===== src/rtl/wb_cmd_sequencer_pkg.sv =====
// wb_cmd_sequencer_pkg -- shared types and widths for the command sequencer.
//   state_e : sequencer FSM encoding (IDLE -> LOAD -> RUN -> DRAIN -> IDLE)
//   OPC_W   : opcode width
//   IDX_W   : operand index width
package wb_cmd_sequencer_pkg;

  localparam int OPC_W = 8;
  localparam int IDX_W = 4;

  typedef enum logic [1:0] {
    IDLE  = 2'd0,
    LOAD  = 2'd1,
    RUN   = 2'd2,
    DRAIN = 2'd3
  } state_e;

endpackage


===== src/rtl/wb_cmd_sequencer_edge_detect.sv =====
// wb_edge_detect -- registered rising-edge detector.
//   clk  : clock
//   rst  : synchronous active-high reset (clears history and output)
//   sig  : level input
//   rise : one-cycle pulse, the cycle after sig is first seen high
module wb_edge_detect
  import wb_cmd_sequencer_pkg::*;
(
  input  logic clk,
  input  logic rst,
  input  logic sig,
  output logic rise
);

  logic prev;

  always_ff @(posedge clk) begin
    if (rst) begin
      prev <= 1'b0;
      rise <= 1'b0;
    end else begin
      prev <= sig;
      rise <= sig & ~prev;
    end
  end

endmodule


===== src/rtl/wb_cmd_sequencer.sv =====
// wb_cmd_sequencer -- host-facing command sequencer for a compute engine.
// Host writes an opcode, then NUM_OPERANDS data words which are streamed to
// the engine; after eng_start the engine returns up to NUM_RESULTS words,
// which the host reads back one per read event.
// Ports:
//   wb_clk_i / wb_rst_i       : clock, synchronous active-high reset
//   config_en, input_ready,
//   rd_strobe, wishbone_data  : host write/read requests and write data
//   output_ready, wishbone_output : result word presented to host in DRAIN
//   eng_opcode, eng_operand_we, eng_operand_idx, eng_operand, eng_start,
//   eng_abort                 : engine command side
//   eng_result_valid, eng_result, eng_done : engine result side
//   busy, err                 : status (err is sticky until next opcode in IDLE)
// Optional feature: define SEQ_TIMEOUT_EN to enable the RUN watchdog that
// aborts the engine after TIMEOUT_CYCLES RUN cycles without eng_done.
module wb_cmd_sequencer
  import wb_cmd_sequencer_pkg::*;
#(
  parameter int NUM_OPERANDS   = 4,
  parameter int NUM_RESULTS    = 2,
  parameter int TIMEOUT_CYCLES = 1024
) (
  input  logic             wb_clk_i,
  input  logic             wb_rst_i,
  input  logic             config_en,
  input  logic             input_ready,
  input  logic             rd_strobe,
  input  logic [31:0]      wishbone_data,
  output logic             output_ready,
  output logic [31:0]      wishbone_output,
  output logic [OPC_W-1:0] eng_opcode,
  output logic             eng_operand_we,
  output logic [IDX_W-1:0] eng_operand_idx,
  output logic [31:0]      eng_operand,
  output logic             eng_start,
  input  logic             eng_result_valid,
  input  logic [31:0]      eng_result,
  input  logic             eng_done,
  output logic             eng_abort,
  output logic             busy,
  output logic             err
);

  localparam int CNT_W = $clog2(NUM_OPERANDS + 1);
  localparam int PTR_W = $clog2(NUM_RESULTS + 1);

  state_e           state_q, state_d;
  logic [CNT_W-1:0] op_cnt;
  logic [PTR_W-1:0] wr_ptr, rd_ptr;
  logic [31:0]      res_buf [NUM_RESULTS];

  logic wr_rise, rd_rise;
  logic opc_wr, dat_wr, load_done, last_rd, tmo_hit;

  wb_edge_detect u_wr_edge (.clk(wb_clk_i), .rst(wb_rst_i), .sig(input_ready), .rise(wr_rise));
  wb_edge_detect u_rd_edge (.clk(wb_clk_i), .rst(wb_rst_i), .sig(rd_strobe),   .rise(rd_rise));

  // Write data and config_en are sampled in the cycle the registered edge pulse is high.
  assign opc_wr = wr_rise &  config_en;
  assign dat_wr = wr_rise & ~config_en;

  // The strobe for the last operand is on the wire now; start follows next cycle.
  // A concurrent opcode write restarts loading and wins.
  assign load_done = (state_q == LOAD) && eng_operand_we && !opc_wr &&
                     (op_cnt == CNT_W'(NUM_OPERANDS));
  assign last_rd   = rd_rise && (rd_ptr == PTR_W'(NUM_RESULTS - 1));

`ifdef SEQ_TIMEOUT_EN
  localparam int TMO_W = $clog2(TIMEOUT_CYCLES + 1);
  logic [TMO_W-1:0] tmo_cnt;
  // The TIMEOUT_CYCLES-th RUN cycle without completion.
  assign tmo_hit = (state_q == RUN) && !eng_done && (tmo_cnt == TMO_W'(TIMEOUT_CYCLES - 1));
`else
  assign tmo_hit   = 1'b0;
  assign eng_abort = 1'b0;
`endif

  // State register
  always_ff @(posedge wb_clk_i) begin
    if (wb_rst_i) state_q <= IDLE;
    else          state_q <= state_d;
  end

  // Next state
  always_comb begin
    state_d = state_q;
    case (state_q)
      IDLE:  if (opc_wr)    state_d = LOAD;
      LOAD:  if (load_done) state_d = RUN;
      RUN:   if (eng_done)  state_d = DRAIN;
             else if (tmo_hit) state_d = IDLE;
      DRAIN: if (last_rd)   state_d = IDLE;
      default:              state_d = IDLE;
    endcase
  end

  // State-decoded outputs
  always_comb begin
    busy            = (state_q != IDLE);
    output_ready    = (state_q == DRAIN);
    wishbone_output = (state_q == DRAIN) ? res_buf[rd_ptr] : 32'd0;
  end

  // Datapath and registered strobes
  always_ff @(posedge wb_clk_i) begin
    if (wb_rst_i) begin
      eng_opcode      <= '0;
      eng_operand_we  <= 1'b0;
      eng_operand_idx <= '0;
      eng_operand     <= '0;
      eng_start       <= 1'b0;
      err             <= 1'b0;
      op_cnt          <= '0;
      wr_ptr          <= '0;
      rd_ptr          <= '0;
      for (int i = 0; i < NUM_RESULTS; i++) res_buf[i] <= '0;
`ifdef SEQ_TIMEOUT_EN
      eng_abort       <= 1'b0;
      tmo_cnt         <= '0;
`endif
    end else begin
      eng_operand_we <= 1'b0;
      eng_start      <= 1'b0;
`ifdef SEQ_TIMEOUT_EN
      eng_abort      <= 1'b0;
`endif
      case (state_q)
        IDLE: begin
          if (opc_wr) begin
            eng_opcode <= wishbone_data[OPC_W-1:0];
            op_cnt     <= '0;
            wr_ptr     <= '0;
            rd_ptr     <= '0;
            err        <= 1'b0;
            for (int i = 0; i < NUM_RESULTS; i++) res_buf[i] <= '0;
          end
        end
        LOAD: begin
          if (opc_wr) begin
            eng_opcode <= wishbone_data[OPC_W-1:0];
            op_cnt     <= '0;
          end else if (dat_wr && (op_cnt < CNT_W'(NUM_OPERANDS))) begin
            eng_operand_we  <= 1'b1;
            eng_operand_idx <= IDX_W'(op_cnt);
            eng_operand     <= wishbone_data;
            op_cnt          <= op_cnt + CNT_W'(1);
          end
          if (load_done) eng_start <= 1'b1;
`ifdef SEQ_TIMEOUT_EN
          tmo_cnt <= '0;
`endif
        end
        RUN: begin
          // A result coincident with eng_done is still captured here.
          if (eng_result_valid) begin
            if (wr_ptr < PTR_W'(NUM_RESULTS)) begin
              res_buf[wr_ptr] <= eng_result;
              wr_ptr          <= wr_ptr + PTR_W'(1);
            end else begin
              err <= 1'b1;
            end
          end
          if (wr_rise) err <= 1'b1;
`ifdef SEQ_TIMEOUT_EN
          tmo_cnt <= tmo_cnt + TMO_W'(1);
          if (tmo_hit) begin
            eng_abort <= 1'b1;
            err       <= 1'b1;
          end
`endif
        end
        DRAIN: begin
          if (rd_rise) rd_ptr <= rd_ptr + PTR_W'(1);
          if (wr_rise) err <= 1'b1;
        end
        default: ;
      endcase
    end
  end

endmodule


===== config.mk =====
export PLATFORM = sky130hd
export DESIGN_NAME = wb_cmd_sequencer
export DESIGN_NICKNAME = d
export VERILOG_FILES = /design/src/rtl/wb_cmd_sequencer_pkg.sv /design/src/rtl/wb_cmd_sequencer_edge_detect.sv /design/src/rtl/wb_cmd_sequencer.sv
export SDC_FILE = /design/constraint.sdc
export NUM_CORES = 1
export LEC_CHECK = 0
export CORE_AREA = 2 2 143 110
export DETAILED_ROUTE_END_ITERATION = 10
export DIE_AREA = 0 0 145 112
export HOLD_SLACK_MARGIN = 0.08
export PLACE_DENSITY = 0.69
export SLEW_MARGIN = 30
export SYNTH_ARGS = -nofsm -noshare
export SYNTH_HDL_FRONTEND = slang
export SYNTH_HIERARCHICAL = 1
export SYNTH_SLANG_ARGS = --single-unit

===== constraint.sdc =====
create_clock -name wb_clk_i -period 4.95 [get_ports wb_clk_i]
set_input_delay 0.99 -clock wb_clk_i [delete_from_list [all_inputs] [get_ports wb_clk_i]]
set_output_delay 0.99 -clock wb_clk_i [all_outputs]
set_load 0.02 [all_outputs]

==> metrics.md <==
| Metric | Value |
|---|---|
| Synth Cell Area | approximately 5300 µm² |
| Critical Path Source Type | input pin |
| Syn Area/Cell | ~11 µm² |
| First-pass GRT wire length | between 20 and 25 mm |
| Worst IR Drop VDD | around 260 µV |
| RSZ-0062 raised after global routing | false |
| Hold Vio Cnt, Final | 0 |
| Max-slew violation count | 0 |
| CP peak stage delay | between 0.7 and 0.8 ns |
| # diodes | 0 |
| Skew final | ~0.0099 ns |
| R2r startpoint | state_q[0] |
| I/O pin cnt | 153 |
| TritonCTS clock tree | done |
| Core Area | 14900 µm² |
| CP cell instances | clkdlybuf4s50_1 -> and4bb_2 -> and2b_4 -> nand2b_2 |
| Layout cells sized above 1 | 0.0754 |
| DR iter-0 viols | 188 |
| Via count | between 3000 and 4000 |
| Post-Route WL | 12.7 mm |
| Post-DP HPWL | around 8.4 mm |
| GPL Wtd Cong | between 0.7 and 0.8 |
| Slew Limit Headroom | 0.414 |
| Worst Max-Slew Pin Slew | about 0.88 ns |
| Vias in the first global route | between 4000 and 5000 |
| Via/cell ratio | around 4.6 |
| CP Max Fanout | 34 |
| Worst hold path startpoint | u_wr_edge/prev |
| Rows | 39 |
| Path type of the worst setup path | input pin to register |
| EDFF count, synth | 64 |
| Final nets | around 700 |
| Area occupied by multi-input gates | between 1500 and 2000 µm² |
| Final ANT Viol Nets | 0 |
| Num CTS Buffers | 17 |
| Root Driver | clkbuf_16 |
| Buffers on Ports | 150 |
| Hold Crit Class | register to register |
| Hold Buf Count CTS | 0 |
| Critical Path AT | between 3 and 4 ns |
| Largest net degree at the start of global routing | 62 |
| Post-synthesis sequential area ratio | 0.595 |
| Power per cell area | 361 nW/µm² |
| Setup Buffers After CTS | 0 |
| Status | completed |
| Required @ worst endpoint | around 5.0 ns |
| Layout fillers | roughly 1300 |
| Initial antenna violation count | 0 |
| Storage cell area | 3130 µm² |
| Critical-path top delay cell | nand2b_2 |
| Initial Util | 0.353 |
| Register bit total from synthesis | around 120 |
| Syn Inst Count | roughly 490 |
| Clock transition at path regs | ~0.050 ns |
| Yosys cell types | 39 |
| Post-synth top flop | edfxtp_1 |
| Fin util | 0.496 |
| Worst Setup SP | eng_result_valid |
| Synth warn | 6 |
| Max Cap Viol | 0 |
| Die X | approximately 150 µm |
| Fmax | about 300 MHz |
| Post-cts sizing count | 0 |
| Static leakage | 2.71 nW |
| Insertion delay of the later-clocked pin in the worst-skew pair | around 0.42 ns |
| Post-route DRC violation count | 0 |
| Final Cycle Share | 0.685 |
| GRT overflow | 0 |
| Die area | ~16000 µm² |
| Area Overhead vs Synth | 40.6% |
| Min cycle time layout | between 3 and 4 ns |
| CTS Buffer Depth | 2 |
| Ys async rst share | 0 |
| Crit end category | register |
| Per-cell routed wire length | around 15 µm |
| Chip height | roughly 110 µm |
| Total track usage | 0.159 |
| Top delay family on crit path | simple AND/OR/NAND/NOR gates |
| Setup violators final | 0 |
| Worst path bufs/invs | 1 |
| H-tree lvl count | 4 |
| # clock sinks | around 120 |
| First-pass DRT Iterations | 4 |
| Setup TNS | 0 ns |
==> cell usage after synthesis (all sizes together), types with 3 or more instances <==
| cell | instances | area [µm²] |
|---|---|---|
| a21oi | 39 | 195 |
| and2 | 34 | 213 |
| and3 | 32 | 200 |
| buf | 18 | 134 |
| clkbuf | 17 | 63.8 |
| dfxtp | 60 | 1200 |
| edfxtp | 64 | 1920 |
| ha | 7 | 87.6 |
| inv | 11 | 41.3 |
| mux2i | 43 | 430 |
| nand2 | 72 | 270 |
| nand3 | 3 | 15.0 |
| nor2 | 51 | 191 |
| nor3 | 3 | 15.0 |
| nor3b | 3 | 32.5 |
| o21ai | 6 | 30.0 |
==> report_power, final <==
part	internal [mW]	switching (mW)	leakage [nW]
registers	1.15	0.0265	1.15
logic	0.164	0.211	1.30
clock network	0.677	0.435	0.254
==> final timing paths <==
kind                    end  slack [ns]  cells after the start
max          res_buf[0][23]        1.56                      4
min          u_wr_edge/rise        0.40                      1
max reg2reg  res_buf[0][23]        1.85                      5
min reg2reg  u_wr_edge/rise        0.40                      1
==> layout by cell type (no fill, tap or decap), types with 2 or more instances in the layout <==
cell | synthesis | layout
clkdlybuf4s50_1 | 0 | 149
nand2_1 | 72 | 72
edfxtp_1 | 64 | 64
dfxtp_1 | 60 | 58
nor2_1 | 51 | 51
mux2i_1 | 43 | 43
a21oi_1 | 39 | 39
and2_1 | 34 | 34
and3_1 | 32 | 32
clkbuf_16 | 0 | 17
inv_1 | 10 | 10
ha_1 | 7 | 7
o21ai_0 | 5 | 5
clkinv_2 | 0 | 5
clkinvlp_4 | 0 | 4
buf_4 | 5 | 4
nand3_1 | 3 | 3
nor3_1 | 3 | 3
clkinv_1 | 0 | 3
and4bb_2 | 2 | 2
o41a_1 | 2 | 2
conb_1 | 1 | 2
nor2b_1 | 2 | 2
nor3b_2 | 2 | 2
==> logic make-up after synthesis <==
kind of cell | share of synthesized area
DFF | 0.595
and+or+nand+nor | 0.196
AOI/OAI and AO/OA | 0.0643
muxes | 0.0819
buffers and inverters | 0.0455
other | 0.000714
adders and majority gates | 0.0167
==> layout make-up <==
cell class	instances	share of cell area
Clock buffer	18	0.0581
Inverter	11	0.00559
Multi-Input combinational cell	316	0.257
Sequential cell	124	0.424
Timing Repair Buffer	154	0.207
Clock inverter	14	0.0142
Tap cell	205	0.0347
==> state kept, by name (all words and copies together) (netlist names), 2 cells and up, named ones only <==
register / flops
rd_ptr: 2
eng_opcode: 8
op_cnt: 3
eng_operand: 32
res_buf: 64
eng_operand_idx: 3
wr_ptr: 2
state_q: 2
==> metrics by stage <==
| step | hold WS [ns] | setup slack (ns) | instances | power (mW) | cell area (µm²) |
|---|---|---|---|---|---|
| floorplan | 0.387 | 2.20 | 486 | 1.41 | 5260 |
| global placement | 0.392 | 1.20 | 810 | 1.55 | 6850 |
| detailed placement | 0.400 | 1.09 | 810 | 1.57 | 6850 |
| CTS | 0.400 | 1.48 | 842 | 2.68 | 7380 |
| global route | 0.410 | 1.34 | 842 | 2.77 | 7380 |
| finish | 0.397 | 1.56 | 842 | 2.66 | 7380 |
==> per-layer routing <==
metal / GRT usage / wire length (µm)
met1: 0.191 / 5570
met2: 0.265 / 6420
met3: 0.0516 / 481
met4: 0.0634 / 252
met5: 0 / 0
Note: power is estimated with default switching activity, not from simulation.
==> patch (same flow settings) <==
Encoding of `state_e`: now one-hot (4 bits for 4 states).
--- a/src/rtl/wb_cmd_sequencer_pkg.sv
+++ b/src/rtl/wb_cmd_sequencer_pkg.sv
@@ -7,11 +7,11 @@
   localparam int OPC_W = 8;
   localparam int IDX_W = 4;
 
-  typedef enum logic [1:0] {
-    IDLE  = 2'd0,
-    LOAD  = 2'd1,
-    RUN   = 2'd2,
-    DRAIN = 2'd3
+  typedef enum logic [3:0] {
+    IDLE  = 4'b0001,
+    LOAD  = 4'b0010,
+    RUN   = 4'b0100,
+    DRAIN = 4'b1000
   } state_e;
 
 endpackage
Function: no difference found for any inputs over 4 cycles, from zero or initial values and one cycle with wb_rst_i high; so few cycles prove little.
==> patch against the unedited design <==
Wire length is 3.3% higher. Sequential cell count is 2 higher. Critical path depth stayed put. Power is 1.1% higher. Final area is 4.3% higher. Final cell count is 2.1% higher. Clock skew is 0.00078 ns higher. Setup slack worse by 0.046 ns. Synthesized area is 3.1% higher. Largest cell class unchanged. Largest power group is now clock.
==> patch: results (changes against the unedited design) <==
- Status: finished clean
* Worst setup timing slack at the placement stage: 1.31 ns (+0.216 ns)
- End point of the critical path: wishbone_output[3]
- Dpl cell area: 7060 sq um (+3.1%)
- Final-layout worst hold slack: 0.404 ns (+0.00767 ns)
- Mean post-synth cell area: 10.7 sq um (-1.4%)
- Register area share after synthesis: 58.4% (-1.0 points)
* DRT iter0 DRCs: 283 (+51%)
- Maximum number of pins on one net before global-route repair: 56 (-9.7%)
- Worst path max stage delay: 0.62 ns (-0.16 ns)
- Delay-heaviest family, CP: buffers and inverters
* Routed length on met3: 1.20 mm (+150%)
* Worst max-slew margin expressed relative to the limit: 40.1% (-1.3 points)
- In the synthesized netlist, the cells that appear most often are sky130_fd_sc_hd__and2_1 (64), sky130_fd_sc_hd__edfxtp_1 (64), sky130_fd_sc_hd__dfxtp_1 (62), sky130_fd_sc_hd__a21oi_1 (53), sky130_fd_sc_hd__o21ai_0 (47).
- Instance count after placement with tap cells included: 828 (+2.2%)
- Met1 WL: 5.81 mm (+4.3%)
- Overall routing resource usage: 16.4% (+0.49 points)
* Final Instance Count excl. Fillers: 860 (+2.1%)
- The peak ir drop on the vdd network is 0.275 mV (+7.5%).
* Hold endpoint: u_rd_edge/rise
- The global routing met2 resource utilization is 25.9% (-0.60 points).
- In this run the critical register-to-register path is launched from state_q[2].
* Routing usage on met3: 7.13% (+2.0 points)
* 1st-pass router iterations: 7 (+3)
- Number of fill cells: 1282 (-1.8%)
- The clock period minus worst slack came to 3.44 ns (+0.0465 ns).
- The mean number of vias per cell came to 4.89 (+5.4%).
- The unique cell type count in the Yosys netlist was 48 (+23%).
- The top fanout value on the critical path was 37 (+8.8%).
* Detail Placement HPWL: 8.65 mm (+2.8%)
- Tracing the worst setup path back leads to its startpoint at state_q[3].
- The total wirelength of the detailed-routed design came to 13.1 mm (+3.3%).
* Worst Clk Skew: 0.0106 ns (+0.000776 ns)
* Reg-to-reg slack, setup: 2.24 ns (+0.39 ns)
- For this design, the slowest cell found on the critical path is sky130_fd_sc_hd__clkdlybuf4s50_1.
- The depth of the most critical reg-to-reg path was 4 (-1).
* First-pass GRT wire length: 21.1 mm (+4.9%)
- The leakage power of the design is 2.61 nW (-3.8%).
- Cell area power density: 349 nW/um^2 (-3.1%)
- Routability congestion estimate from global placement: 0.780 (-1.1%)
-- patch: cells by family (layout without fill, tap and decap cells) --
family / count (synthesis) / after routing / share of synthesized area [%]
multiplexers: 32 / 32 / 5.92
other: 1 / 2 / 0.0693
AO/OA/AOI/OAI: 110 / 110 / 10.8
adder cells (fa/ha/maj): 3 / 3 / 0.693
flip-flops: 126 / 126 / 58.4
AND/OR/NAND/NOR: 181 / 181 / 19.6
buffers and inverters: 51 / 198 / 4.07
XOR/XNOR: 3 / 3 / 0.485
-- patch: power by group --
part | total (mW) | internal, mW | leakage, nW | switching, mW
clock network | 1.34 | 0.892 | 0.309 | 0.453
registers | 1.15 | 1.13 | 1.17 | 0.0217
logic | 0.193 | 0.0888 | 1.13 | 0.105
total | 2.69 | 2.11 | 2.61 | 0.579
-- patch: area by class of cell --
class                      count  area share [%]
timing repair buffer         159            20.3
inverter                       7           0.341
multi-input combinational    331            26.6
sequential                   126            41.1
clock buffer                  17            5.52
clock inverter                15            2.84
tap                          205            3.33
